**config.mk**
```make
export PLATFORM = sky130hd
export DESIGN_NAME = muldiv_unit
export DESIGN_NICKNAME = d
export VERILOG_FILES = /design/src/rtl/muldiv_pkg.sv /design/src/rtl/muldiv_operand_prep.sv /design/src/rtl/muldiv_unit.sv
export SDC_FILE = /design/constraint.sdc
export NUM_CORES = 1
export LEC_CHECK = 0
export CELL_PAD_IN_SITES_DETAIL_PLACEMENT = 1
export CELL_PAD_IN_SITES_GLOBAL_PLACEMENT = 1
export CORE_ASPECT_RATIO = 2
export CORE_UTILIZATION = 38
export CTS_BUF_LIST = sky130_fd_sc_hd__clkbuf_4 sky130_fd_sc_hd__clkbuf_8
export DETAILED_ROUTE_END_ITERATION = 10
export PLACE_DENSITY_LB_ADDON = 0.1
export SYNTH_ARGS = -nofsm -noshare
export SYNTH_HDL_FRONTEND = slang
export SYNTH_SLANG_ARGS = --single-unit
```
**constraint.sdc**
```tcl
create_clock -name clk -period 14.8 [get_ports clk]
set_clock_uncertainty 0.15 [all_clocks]
set_input_delay 3.7 -clock clk [delete_from_list [all_inputs] [get_ports clk]]
set_output_delay 3.7 -clock clk [all_outputs]
set_load 0.03 [all_outputs]
```
**src/rtl/muldiv_pkg.sv**
```systemverilog
// Shared types and helpers for the iterative RV32M multiply/divide unit.
// Build option: MULDIV_EARLY_OUT_EN (consumed by muldiv_unit) enables early termination.
package muldiv_pkg;

  // funct3 encoding of the M-extension operations
  typedef enum logic [2:0] {
    MD_MUL    = 3'd0,
    MD_MULH   = 3'd1,
    MD_MULHSU = 3'd2,
    MD_MULHU  = 3'd3,
    MD_DIV    = 3'd4,
    MD_DIVU   = 3'd5,
    MD_REM    = 3'd6,
    MD_REMU   = 3'd7
  } md_op_e;

  // FSM state encoding kept as plain constants for older tool flows
  typedef logic [1:0] md_state_t;
  localparam md_state_t MD_IDLE = 2'd0;
  localparam md_state_t MD_RUN  = 2'd1;
  localparam md_state_t MD_DONE = 2'd2;

  // Default configuration and its iteration count
  localparam int MD_DATA_WIDTH_DEF = 32;
  localparam int MD_RADIX_BITS_DEF = 1;
  localparam int ITER = MD_DATA_WIDTH_DEF / MD_RADIX_BITS_DEF;

  function automatic logic is_div(input md_op_e op);
    return op[2];
  endfunction

  function automatic logic is_rem(input md_op_e op);
    return op[2] & op[1];
  endfunction

  // MUL low half is sign-agnostic; treating it as signed keeps the fix-up uniform
  function automatic logic is_signed_a(input md_op_e op);
    return (op == MD_MUL) || (op == MD_MULH) || (op == MD_MULHSU) ||
           (op == MD_DIV) || (op == MD_REM);
  endfunction

  function automatic logic is_signed_b(input md_op_e op);
    return (op == MD_MUL) || (op == MD_MULH) || (op == MD_DIV) || (op == MD_REM);
  endfunction

endpackage

```
**src/rtl/muldiv_operand_prep.sv**
```systemverilog
// Combinational operand conditioning: sign extraction and magnitude per op,
// plus the double-width conditional negate used to fix up the final result.
module muldiv_operand_prep
  import muldiv_pkg::*;
#(
  parameter int DATA_WIDTH = 32
) (
  input  md_op_e                  op_i,
  input  logic [DATA_WIDTH-1:0]   a_i,
  input  logic [DATA_WIDTH-1:0]   b_i,
  output logic [DATA_WIDTH-1:0]   abs_a_o,
  output logic [DATA_WIDTH-1:0]   abs_b_o,
  output logic                    sign_a_o,
  output logic                    sign_b_o,
  input  logic [2*DATA_WIDTH-1:0] fix_i,
  input  logic                    fix_neg_i,
  output logic [2*DATA_WIDTH-1:0] fix_o
);

  localparam int W = DATA_WIDTH;

  function automatic logic [W-1:0] cond_neg(input logic [W-1:0] v, input logic neg);
    return neg ? -v : v;
  endfunction

  logic fix_lo_zero;

  // Operand magnitudes; the most-negative value maps to its unsigned magnitude
  always_comb begin
    sign_a_o = is_signed_a(op_i) & a_i[W-1];
    sign_b_o = is_signed_b(op_i) & b_i[W-1];
    abs_a_o  = cond_neg(a_i, sign_a_o);
    abs_b_o  = cond_neg(b_i, sign_b_o);
  end

  // 2W negate built from W-wide halves: high half takes the borrow out of the low half
  always_comb begin
    fix_lo_zero      = (fix_i[W-1:0] == '0);
    fix_o[W-1:0]     = cond_neg(fix_i[W-1:0], fix_neg_i);
    fix_o[2*W-1:W]   = fix_neg_i ? (~fix_i[2*W-1:W] + {{(W-1){1'b0}}, fix_lo_zero})
                                 : fix_i[2*W-1:W];
  end

endmodule

```
**src/rtl/muldiv_unit.sv**
```systemverilog
// Iterative RV32M multiply/divide unit for the Execute stage.
// Build option: define MULDIV_EARLY_OUT_EN for data-dependent early termination
// (multiply stops when the remaining multiplier bits are zero, divide skips
// leading-zero groups of the dividend). Results are identical either way.
//
// state   | meaning
// --------+-------------------------------------------------------
// MD_IDLE | waiting for start_i; outputs invalid
// MD_RUN  | shift-add multiply / restoring divide, RADIX_BITS per cycle
// MD_DONE | result_o/tag_o valid and held until ready_i or flush_i
module muldiv_unit
  import muldiv_pkg::*;
#(
  parameter int DATA_WIDTH = MD_DATA_WIDTH_DEF,
  parameter int RADIX_BITS = MD_RADIX_BITS_DEF,
  parameter int TAG_WIDTH  = 5
) (
  input  logic                  clk,
  input  logic                  rst,
  input  logic                  start_i,
  input  logic [2:0]            op_i,
  input  logic [DATA_WIDTH-1:0] a_i,
  input  logic [DATA_WIDTH-1:0] b_i,
  input  logic [TAG_WIDTH-1:0]  tag_i,
  input  logic                  flush_i,
  input  logic                  ready_i,
  output logic                  busy_o,
  output logic                  valid_o,
  output logic [DATA_WIDTH-1:0] result_o,
  output logic [TAG_WIDTH-1:0]  tag_o
);

  localparam int W     = DATA_WIDTH;
  localparam int R     = RADIX_BITS;
  localparam int NITER = W / R;
  localparam int CW    = $clog2(NITER + 1);
  localparam logic [CW-1:0] ITER_CNT = CW'(NITER);
  localparam logic [W-1:0]  MOST_NEG = {1'b1, {(W-1){1'b0}}};

  md_state_t            state_q, state_d;
  logic [CW-1:0]        cnt_q, cnt_d;
  md_op_e               op_q, op_d;
  logic [TAG_WIDTH-1:0] tag_q, tag_d;
  logic                 neg_res_q, neg_res_d;
  logic [2*W-1:0]       acc_q, acc_d;
  logic [W-1:0]         mcand_q, mcand_d;
  logic [W-1:0]         mplier_q, mplier_d;
  logic [W-1:0]         result_q, result_d;
  logic                 busy_q, busy_d;
  logic                 valid_q, valid_d;

  md_op_e               op_in;
  logic [W-1:0]         abs_a, abs_b;
  logic                 sign_a, sign_b;
  logic [2*W-1:0]       fix_val, fix_res;
  logic [W-1:0]         result_fixed;

  logic [W+R-1:0]       mul_sum;
  logic [2*W-1:0]       mul_step, mul_final;
  logic [W-1:0]         mplier_shift;
  logic                 last_iter;
  logic [W-1:0]         dv_rem, dv_quo;
  logic [W:0]           dv_trial;

`ifdef MULDIV_EARLY_OUT_EN
  int                   div_skip;

  function automatic int lead_zeros(input logic [W-1:0] v);
    int   n;
    logic found;
    n     = 0;
    found = 1'b0;
    for (int i = W - 1; i >= 0; i--) begin
      if (!found) begin
        if (v[i]) found = 1'b1;
        else      n++;
      end
    end
    return n;
  endfunction
`endif

  assign op_in = md_op_e'(op_i);

  muldiv_operand_prep #(
    .DATA_WIDTH(W)
  ) u_prep (
    .op_i      (op_in),
    .a_i       (a_i),
    .b_i       (b_i),
    .abs_a_o   (abs_a),
    .abs_b_o   (abs_b),
    .sign_a_o  (sign_a),
    .sign_b_o  (sign_b),
    .fix_i     (fix_val),
    .fix_neg_i (neg_res_q),
    .fix_o     (fix_res)
  );

  // One RUN iteration of both datapaths; the FSM picks the one matching op_q
  always_comb begin
    mul_sum      = {{R{1'b0}}, acc_q[2*W-1:W]} +
                   ({{R{1'b0}}, mcand_q} * {{W{1'b0}}, mplier_q[R-1:0]});
    mul_step     = {mul_sum, acc_q[W-1:R]};
    mplier_shift = mplier_q >> R;
    mul_final    = mul_step;
    last_iter    = (cnt_q == CW'(1));
`ifdef MULDIV_EARLY_OUT_EN
    // Remaining iterations would only add zero and shift; apply the shift at once
    if (!is_div(op_q) && (mplier_shift == '0)) begin
      last_iter = 1'b1;
      mul_final = mul_step >> (R * (int'(cnt_q) - 1));
    end
`endif
    dv_rem   = acc_q[2*W-1:W];
    dv_quo   = acc_q[W-1:0];
    dv_trial = '0;
    for (int i = 0; i < R; i++) begin
      dv_trial = {dv_rem, dv_quo[W-1]} - {1'b0, mcand_q};
      if (!dv_trial[W]) begin
        dv_rem = dv_trial[W-1:0];
        dv_quo = {dv_quo[W-2:0], 1'b1};
      end else begin
        dv_rem = {dv_rem[W-2:0], dv_quo[W-1]};
        dv_quo = {dv_quo[W-2:0], 1'b0};
      end
    end
  end

  // Select the magnitude to sign-fix and the half the op returns
  always_comb begin
    if (is_div(op_q)) fix_val = {{W{1'b0}}, (is_rem(op_q) ? dv_rem : dv_quo)};
    else              fix_val = mul_final;
    if (is_div(op_q) || (op_q == MD_MUL)) result_fixed = fix_res[W-1:0];
    else                                  result_fixed = fix_res[2*W-1:W];
  end

  // Next-state and datapath load logic
  always_comb begin
    state_d   = state_q;
    cnt_d     = cnt_q;
    op_d      = op_q;
    tag_d     = tag_q;
    neg_res_d = neg_res_q;
    acc_d     = acc_q;
    mcand_d   = mcand_q;
    mplier_d  = mplier_q;
    result_d  = result_q;
`ifdef MULDIV_EARLY_OUT_EN
    div_skip  = 0;
`endif
    case (state_q)
      MD_IDLE: begin
        if (start_i && !flush_i) begin
          op_d      = op_in;
          tag_d     = tag_i;
          cnt_d     = ITER_CNT;
          neg_res_d = is_rem(op_in) ? sign_a : (sign_a ^ sign_b);
          if (is_div(op_in)) begin
            mcand_d  = abs_b;
            mplier_d = '0;
            acc_d    = {{W{1'b0}}, abs_a};
`ifdef MULDIV_EARLY_OUT_EN
            // Leading zero groups yield zero quotient bits and leave the remainder at 0
            div_skip = lead_zeros(abs_a) / R;
            if (div_skip > NITER - 1) div_skip = NITER - 1;
            acc_d    = {{W{1'b0}}, abs_a << (div_skip * R)};
            cnt_d    = CW'(NITER - div_skip);
`endif
          end else begin
            mcand_d  = abs_a;
            mplier_d = abs_b;
            acc_d    = '0;
          end
          if (is_div(op_in) && (b_i == '0)) begin
            state_d  = MD_DONE;
            result_d = is_rem(op_in) ? a_i : '1;
          end else if (((op_in == MD_DIV) || (op_in == MD_REM)) &&
                       (a_i == MOST_NEG) && (b_i == '1)) begin
            state_d  = MD_DONE;
            result_d = is_rem(op_in) ? '0 : a_i;
          end else begin
            state_d  = MD_RUN;
          end
        end
      end
      MD_RUN: begin
        if (flush_i) begin
          state_d = MD_IDLE;
        end else begin
          cnt_d = cnt_q - CW'(1);
          if (is_div(op_q)) begin
            acc_d = {dv_rem, dv_quo};
          end else begin
            acc_d    = mul_step;
            mplier_d = mplier_shift;
          end
          if (last_iter) begin
            state_d  = MD_DONE;
            result_d = result_fixed;
          end
        end
      end
      MD_DONE: begin
        if (flush_i || ready_i) state_d = MD_IDLE;
      end
      default: state_d = MD_IDLE;
    endcase
  end

  // Status flags registered from the next state so they are glitch-free
  always_comb begin
    busy_d  = (state_d != MD_IDLE);
    valid_d = (state_d == MD_DONE);
  end

  // State and datapath registers with synchronous active-low reset
  always_ff @(posedge clk) begin
    if (!rst) begin
      state_q   <= MD_IDLE;
      cnt_q     <= '0;
      op_q      <= MD_MUL;
      tag_q     <= '0;
      neg_res_q <= 1'b0;
      acc_q     <= '0;
      mcand_q   <= '0;
      mplier_q  <= '0;
      result_q  <= '0;
      busy_q    <= 1'b0;
      valid_q   <= 1'b0;
    end else begin
      state_q   <= state_d;
      cnt_q     <= cnt_d;
      op_q      <= op_d;
      tag_q     <= tag_d;
      neg_res_q <= neg_res_d;
      acc_q     <= acc_d;
      mcand_q   <= mcand_d;
      mplier_q  <= mplier_d;
      result_q  <= result_d;
      busy_q    <= busy_d;
      valid_q   <= valid_d;
    end
  end

  assign busy_o   = busy_q;
  assign valid_o  = valid_q;
  assign result_o = result_q;
  assign tag_o    = tag_q;

endmodule

```
== Word-level counts from Yosys, hierarchy flattened ==
Cells that the tools add are included.

* Flip-flop bits (word level): 179
* Bits of input ports: 77
* Output and inout bits: 39
* Word-level logic and storage cells: 104

* Add/sub/neg operators: 7
* $mul: 1
* Eq/ne operators: 15
* Mux-type cells: 39
* Bitwise gates (word level): 6
* Reductions and logical operators: 25

{| class="wikitable"
|+ Operators by type and width
! kind !! number
|-
| $mux W32 || 20
|-
| $mux W64 || 4
|-
| $pmux W32 S2 || 2
|-
| $pmux W64 S2 || 1
|-
| $neg A32 Y32 || 3
|-
| $eq A32 B32 Y1 const B || 2
|-
| $logic_not A32 Y1 || 2
|-
| $add A32 B33 Y33 || 1
|-
| $mul A32 B1 Y33 || 1
|-
| $sub A33 B32 Y33 || 1
|-
| $add A32 B1 Y32 || 1
|-
| $not A32 Y32 || 1
|-
| $mux W2 || 6
|-
| $mux W6 || 2
|-
| $pmux W6 S2 || 1
|-
| $logic_or A1 B1 Y1 || 9
|-
| $ne A2 B2 Y1 const B || 4
|-
| $eq A3 B3 Y1 const B || 2
|-
| $eq A6 B1 Y1 const B || 1
|-
| $logic_not A3 Y1 || 2
|-
| $pmux W2 S3 || 1
|-
| $sub A6 B1 Y6 const B || 1
|-
| $reduce_and A5 Y1 || 1
|-
| $and A1 B1 Y1 || 4
|-
| 14 further kinds || 20
|}

== Depth between registers and ports, before layout ==
Gate-level depths: netlist (run 1).

* Depth after elaboration: 11
* Gate-level depth with buffers: 30
* Depth with buffers taken out: 27

== Modules after synthesis ==
Synthesis (run 1) repeated with hierarchy kept, for this count alone.

* Cell total of the unflattened synthesis: 2,200
* Area, all modules: 16,727.3 um^2

{| class="wikitable"
|+ By module, submodules not included
! module !! instances !! cells an instance !! area an instance (um^2) !! sequential area each (um^2)
|-
| muldiv_unit || 1 || 1,764 || 13,741.9 || 3,583.4
|-
| muldiv_operand_prep || 1 || 436 || 2,985.4 || 0.0
|}

== Worst setup path before layout (run 1) ==
OpenSTA, ideal clock, no wires.

* Kind: input to register
* From: input b_i[1]
* To: register result_q[19], in the netlist result_o[19]
* Setup time: 120 ps
* Arrival time: 6,963 ps
* Data required time: 14,530 ps
* Path slack: 7,567 ps
* Stages on the path: 14
* Path buffers: 3
* Cells stage by stage: inv_1 ha_1 or3b_2 or4_1 clkbuf_1 nor4b_1 nand2_1 o2bb2ai_1 mux2_1 o21a_1 buf_2 buf_1 o311ai_0 o31a_1

* Word-level cells in the longest chain between the ends: 5
* Elaborated cells on any way between the ends: 9
* Classes of those cells: 2 x eq/ne; 3 x mux; 4 x reduce/logical

{| class="wikitable"
|+ Ends and longest elaborated chain
! what !! line !! text
|-
| from (decl) || muldiv_unit.sv:23 || <nowiki>input logic [DATA_WIDTH-1:0] b_i,</nowiki>
|-
| $logic_not A32 Y1 || muldiv_unit.sv:175 || <nowiki>if (is_div(op_in) && (b_i == '0)) begin</nowiki>
|-
| $logic_and A1 B1 Y1 || muldiv_unit.sv:175 ||
|-
| $mux W32 || muldiv_unit.sv:175 ||
|-
| $mux W32 || muldiv_unit.sv:154 || <nowiki>if (start_i && !flush_i) begin</nowiki>
|-
| $pmux W32 S2 || muldiv_unit.sv:152 || <nowiki>case (state_q)</nowiki>
|-
| to (signal assigned) || muldiv_unit.sv:240 || <nowiki>result_q <= result_d;</nowiki>
|-
| to (decl) || muldiv_unit.sv:48 || <nowiki>logic [W-1:0] result_q, result_d;</nowiki>
|}

Several ways; a longest one is shown, not always the timed one. The select of a mux whose other input is x is not followed.
A chain may end at the register's enable or synchronous reset.

== Worst setup path after layout (run 1) ==
* From: register acc_q[31]
* To: register result_q[24], in the netlist result_o[24]

* Word-level cells in the longest chain between the ends: 11
* Elaborated cells on any way between the ends: 14
* Classes of those cells: 3 x add/sub; 10 x mux; 1 x reduce/logical

{| class="wikitable"
|+ Ends and longest elaborated chain
! what !! line !! text
|-
| from (decl) || muldiv_unit.sv:45 || <nowiki>logic [2*W-1:0] acc_q, acc_d;</nowiki>
|-
| from (signal assigned) || muldiv_unit.sv:225 || <nowiki>acc_q <= '0;</nowiki>
|-
| from (signal assigned) || muldiv_unit.sv:237 || <nowiki>acc_q <= acc_d;</nowiki>
|-
| $sub A33 B32 Y33 || muldiv_unit.sv:119 || <nowiki>dv_trial = {dv_rem, dv_quo[W-1]} - {1'b0, mcand_q};</nowiki>
|-
| $mux W1 or $mux W32 (tied branches) || muldiv_unit.sv:120 || <nowiki>if (!dv_trial[W]) begin</nowiki>
|-
| $mux W32 || muldiv_unit.sv:132 || <nowiki>if (is_div(op_q)) fix_val = {{W{1'b0}}, (is_rem(op_q) ? dv_rem : dv_quo)};</nowiki>
|-
| $mux W64 (*) || muldiv_unit.sv:132 ||
|-
| $logic_not A32 Y1 || muldiv_operand_prep.sv:38 || <nowiki>fix_lo_zero = (fix_i[W-1:0] == '0);</nowiki>
|-
| $add A32 B1 Y32 || muldiv_operand_prep.sv:40 || <nowiki>fix_o[2*W-1:W] = fix_neg_i ? (~fix_i[2*W-1:W] + {{(W-1){1'b0}}, fix_lo_zero})</nowiki>
|-
| $mux W32 || muldiv_operand_prep.sv:40 ||
|-
| $mux W32 (*) || muldiv_unit.sv:134 || <nowiki>if (is_div(op_q) || (op_q == MD_MUL)) result_fixed = fix_res[W-1:0];</nowiki>
|-
| $mux W32 (*) || muldiv_unit.sv:198 || <nowiki>if (last_iter) begin</nowiki>
|-
| $mux W32 (*) || muldiv_unit.sv:188 || <nowiki>if (flush_i) begin</nowiki>
|-
| $pmux W32 S2 (*) || muldiv_unit.sv:152 ||
|}

Every way passes the cells marked *; elsewhere a longest branch is shown, timed or not. The select of a mux whose other input is x is not followed.

==> impl_metrics.json, run 1 <==
{
  "outcome": "complete, no violations",
  "syn_to_final_growth_pct": 11.5,
  "hp-class": "flip-flop to flip-flop",
  "routedWlPerCell_um": 26.0,
  "h-tree-depth": 4,
  "fin_ws_ns": 5.59,
  "post_cts_buffers": 0,
  "dieArea_um2": 47600,
  "dpl.hpwl_mm": 66.7,
  "clk_pin_slew_ns": 0.13,
  "hold_path_startpoint": "mplier_q[9]",
  "synth_area_um2": 17800,
  "fin_setup_tns_ns": 0,
  "grt_pass1_vias": 21200,
  "synth_ff_type": "dfxtp_1",
  "gp_congestion": 0.957,
  "required_ns": 15.13,
  "ctsLongestPathBuffers": 2,
  "drv_cap": 0,
  "cts-root-buf": "clkbuf_8",
  "cts_tree": "built",
  "cp.arrival_ns": 9.54,
  "synth_top_area_share": 0.202,
  "ys_warn_count": 0,
  "timing.slew.headroom": 0.220,
  "nNetsFinal": 2732,
  "p_leak_nw": 7.23,
  "syn_avg_cell_area_um2": 6.89,
  "timing.rr.start": "acc_q[31]",
  "drive_gt1_frac": 0.0598,
  "crit_top_cell": "ha_1",
  "port_buffers": 115,
  "hold_ws_ns": 0.312,
  "placed_cell_area_um2": 19400,
  "rsz0062_at_grt": "no",
  "layout.cells.non_filler": 3216,
  "fin_crit_ns": 9.21,
  "gr-usage-all-layers": 0.352,
  "fill_cells": 5920,
  "async_flop_share": 0,
  "syn_inst": 2575,
  "cts_hold_buf": 0,
  "power_density_nw_per_um2": 73.0,
  "initial_core_util": 0.386,
  "setup_viol": 0,
  "rows": 111,
  "tightest_slew_ns": 1.17,
  "clock_sinks": 179,
  "end_kind": "flip-flop",
  "vias": 20400,
  "startpoint": "acc_q[31]",
  "hold_viol": 0,
  "startpoint_type": "flip-flop",
  "final_cell_area_um2": 19800,
  "fmaxAchievable_mhz": 109,
  "ctsResizeCount": 0,
  "fin_crit_sh": 0.622,
  "dp_slack_ns": 5.67,
  "synth.distinct_cells": 92,
  "path_max_fanout": 45,
  "worst-path-buf-inv": 4,
  "antenna_found_initial": 1,
  "finalMaxSlewViolations": 0,
  "routed_wl_mm": 83.7,
  "synthTopCellsByCount": "a21oi_1 (288), nand2_1 (288), nor2_1 (279)",
  "via_per_inst": 6.35,
  "synth_seq_cells": 179,
  "synth_edf_count": 0,
  "die_w_um": 155,
  "pin_count": 116,
  "drt_iter0_markers": 1177,
  "core_um2": 46000,
  "drtPass1Iterations": 5,
  "grt_pass1_wl_mm": 127,
  "grt_max_degree": 59,
  "ys_seq_area_frac": 0.202,
  "crit_path_top_delay_cell": "nor4_1",
  "ant_nets": 0,
  "crit_type": "flip-flop to flip-flop",
  "drc": 0,
  "peakVddDrop_uv": 69.4,
  "syn-num-nets": 2726,
  "clock_latency_ns": 0.56,
  "worst_path_largest_cell_delay_ns": 0.96,
  "yosys.area.top_type": "dfxtp_1",
  "post-route-util": 0.431,
  "grt_overflow_total": 0,
  "cts_buffers": 17,
  "cp_top_family": "simple AND/OR/NAND/NOR gates",
  "synth_area_leaders": "dfxtp_1 (20%), a21oi_1 (8.1%), nand2_1 (6.1%)",
  "die_y_um": 308,
  "post-place-cells": 3183,
  "power_mw": 1.45
}
[cell type report]
type / instances / area (um^2) / share of cell area
Inverter: 67 / 254 / 0.0128
Antenna cell: 1 / 2.50 / 0.000126
Clock inverter: 13 / 141 / 0.00714
Multi-Input combinational cell: 2158 / 13300 / 0.672
Timing Repair Buffer: 158 / 1470 / 0.0742
Sequential cell: 179 / 3590 / 0.181
Tap cell: 621 / 777 / 0.0392
Clock buffer: 19 / 255 / 0.0129
[sequential cells by signal (all words and copies together) (netlist names), 2 cells and up]
| signal | count |
|---|---|
| acc_q | 64 |
| mcand_q | 32 |
| mplier_q | 32 |
| result_o | 32 |
| cnt_q | 6 |
| tag_o | 5 |
| op_q | 3 |
| state_q | 2 |
[power by group]
part	leakage, nW	switching, mW	internal, mW	total (mW)
registers	1.46	0.0227	0.505	0.528
clock network	0.195	0.236	0.146	0.382
logic	5.58	0.359	0.177	0.536
total	7.23	0.617	0.828	1.45
[cells by family after synthesis]
family	count (synthesis)	synth area share
simple gates	982	0.266
compound gates	922	0.332
buf+inv	238	0.0519
flops	179	0.202
xor+xnor	107	0.0528
fa+ha+maj	74	0.0530
mux	73	0.0421
[routing by layer]
metal,GRT usage,share of wire
met1,0.389,0.39
met3,0.0339,0.038
met4,0.237,0.069
met2,0.632,0.50
met5,0,0
[path summary, 6_finish.rpt]
| kind | to | depth (start not counted) | slack, ns |
|---|---|---|---|
| worst max-delay path | result_o[24] | 28 | 5.59 |
| worst min-delay path | mplier_q[9] | 2 | 0.31 |
| worst max register to register | result_o[24] | 28 | 5.59 |
| worst min register to register | mplier_q[9] | 2 | 0.31 |
[layout by cell type (no fill, tap or decap), drive strengths merged, types with 44 or more instances in the layout]
cell,count
dfxtp,179
nor2,280
nor3,74
mux2i,59
nand3,57
xnor2,57
a21oi,289
inv,72
ha,72
buf,44
xor2,50
o21ai,222
clkdlybuf4s50,114
and2,56
nand2,289
o211ai,54
[worst register-to-register path: cells and delay by family (launching register included)]
kind / cells / cell delay (ns)
and+or+nand+nor: 11 / 4.91
adders and majority gates: 5 / 1.36
AOI/OAI and AO/OA: 6 / 1.17
muxes: 2 / 0.64
buffers and inverters: 4 / 0.49
DFF: 1 / 0.40
No activity file was read; power rests on OpenSTA's default activity.
==> run 2: changes to the inputs <==
==> constraint.sdc (replaced) <==
create_clock -name clk -period 9.4 [get_ports clk]
set_clock_uncertainty 0.15 [all_clocks]
set_input_delay 2.35 -clock clk [delete_from_list [all_inputs] [get_ports clk]]
set_output_delay 2.35 -clock clk [all_outputs]
set_load 0.03 [all_outputs]
==> run 2 against run 1 <==
Effect of this change:
- count of clock-buffer cells in the layout stayed put
- combinational power is 60% higher
- highest routed layer is now met5
- critical path type unchanged
- flip-flop and latch count unchanged
- via count up 1.4%
- largest cell class unchanged
- non-clock buffer count is 9 higher
- die area stayed put
- clock power grew 73%
- cell area up 0.61%
- wire length up 5.0%
==> impl_metrics.json, run 2 (synthesis gave the netlist of run 1 again) <==
{
  "outcome": "complete, no violations",
  "cts_tree": "built",
  "hp-class": "flip-flop to flip-flop",
  "gr-usage-all-layers": 0.368,
  "drive_gt1_frac": 0.0630,
  "startpoint_type": "flip-flop",
  "clock_sinks": 179,
  "grt_overflow_total": 0,
  "core_um2": 46000,
  "drc": 0,
  "power_mw": 2.35,
  "startpoint": "acc_q[33]",
  "post-route-util": 0.433,
  "fin_crit_sh": 0.912,
  "final_common_cell": "a21oi_1",
  "dpl.hpwl_mm": 69.9,
  "reg2reg_setup_slack_ns": 0.83,
  "h-tree-depth": 4,
  "clk_pin_slew_ns": 0.11,
  "drtPass1Iterations": 5,
  "drv_cap": 0,
  "fill_cells": 5866,
  "timing.rr.start": "acc_q[33]",
  "die_y_um": 308,
  "grt_pass1_vias": 21000,
  "port_buffers": 115,
  "cts-root-buf": "clkbuf_8",
  "antenna_found_initial": 2,
  "cts_buffers": 17,
  "dp_slack_ns": 1.08,
  "fin_setup_tns_ns": 0,
  "finalMaxSlewViolations": 0,
  "tightest_slew_ns": 1.14,
  "required_ns": 9.74,
  "post_cts_buffers": 0,
  "placed_cell_area_um2": 19500,
  "vias": 20700,
  "setup_viol": 0,
  "die_w_um": 155,
  "ctsResizeCount": 0,
  "largest_register": "acc_q",
  "ctsLongestPathBuffers": 2,
  "fin_crit_ns": 8.57,
  "peakVddDrop_uv": 108,
  "cts_hold_buf": 0,
  "rsz0062_at_grt": "no",
  "largest_reg_flops": 64,
  "grt_max_degree": 63,
  "final_cell_area_um2": 19900,
  "power_density_nw_per_um2": 118,
  "path_max_fanout": 20,
  "clock_latency_ns": 0.56,
  "drt_iter0_markers": 1400,
  "fmaxAchievable_mhz": 117,
  "hold_viol": 0,
  "p_leak_nw": 7.31,
  "grt_pass1_wl_mm": 130,
  "mostFrequentLayoutCells": "a21oi_1 (287), nand2_1 (286), nor2_1 (275)",
  "end_kind": "flip-flop",
  "fin_ws_ns": 0.826,
  "initial_core_util": 0.386,
  "hold_path_startpoint": "mplier_q[10]",
  "timing.slew.headroom": 0.230,
  "pin_count": 116,
  "crit_type": "flip-flop to flip-flop",
  "routed_wl_mm": 87.9,
  "gp_congestion": 0.957,
  "routedWlPerCell_um": 27.2,
  "rows": 111,
  "cp.arrival_ns": 8.92,
  "dieArea_um2": 47600,
  "ant_nets": 0,
  "nNetsFinal": 2741,
  "syn_to_final_growth_pct": 12.2,
  "via_per_inst": 6.42
}
[run 2: area by class of cell]
cell class,instances,area (um^2),area share
Clock buffer,19,255,0.0128
Antenna cell,1,2.50,0.000126
Clock inverter,13,194,0.00974
Inverter,67,254,0.0128
Timing Repair Buffer,167,1540,0.0771
Tap cell,621,777,0.0390
Sequential cell,179,3590,0.180
Multi-Input combinational cell,2158,13300,0.668
[run 2: where the power goes]
group,total [mW],switching (mW),internal (mW),leakage [nW]
Clock,0.662,0.358,0.304,0.226
Combinational,0.859,0.578,0.281,5.62
Sequential,0.832,0.0369,0.795,1.46
Total,2.35,0.972,1.38,7.31
[run 2: path summary, 6_finish.rpt]
path | endpoint | cells past startpoint
setup / recovery | result_o[24] | 23
hold / removal | mplier_q[10] | 2
setup reg to reg | result_o[24] | 23
hold reg to reg | mplier_q[10] | 2
[run 2: layer usage]
metal,wire length (um),global-route usage
met3,3760,0.0388
met2,44600,0.669
met5,12,0
met4,5790,0.233
met1,33600,0.403
[run 2: worst max-delay path: stages (launching register included)]
cell	delay, ns
dfxtp_1	0.49
ha_1	0.33
nor2b_1	0.18
o31ai_1	0.31
a31o_2	0.31
a31oi_4	0.15
o31a_2	0.48
nor2_4	0.56
mux2_2	0.42
a21boi_0	0.35
nand4_1	0.39
nor4_1	0.34
nor3b_1	0.87
ha_1	0.34
ha_1	0.23
or4b_2	0.70
nor4_1	0.32
buf_4	0.20
and4_1	0.28
and2_1	0.31
mux2_2	0.37
o221ai_1	0.16
a31oi_1	0.06
a21oi_1	0.17
[run 2: per-stage QoR]
step | instances | hold WS [ns]
detailed placement | 3192 | 0.299
finish | 3225 | 0.315
global route | 3225 | 0.343
floorplan | 2575 | 0.282
global placement | 3192 | 0.288
CTS | 3224 | 0.317
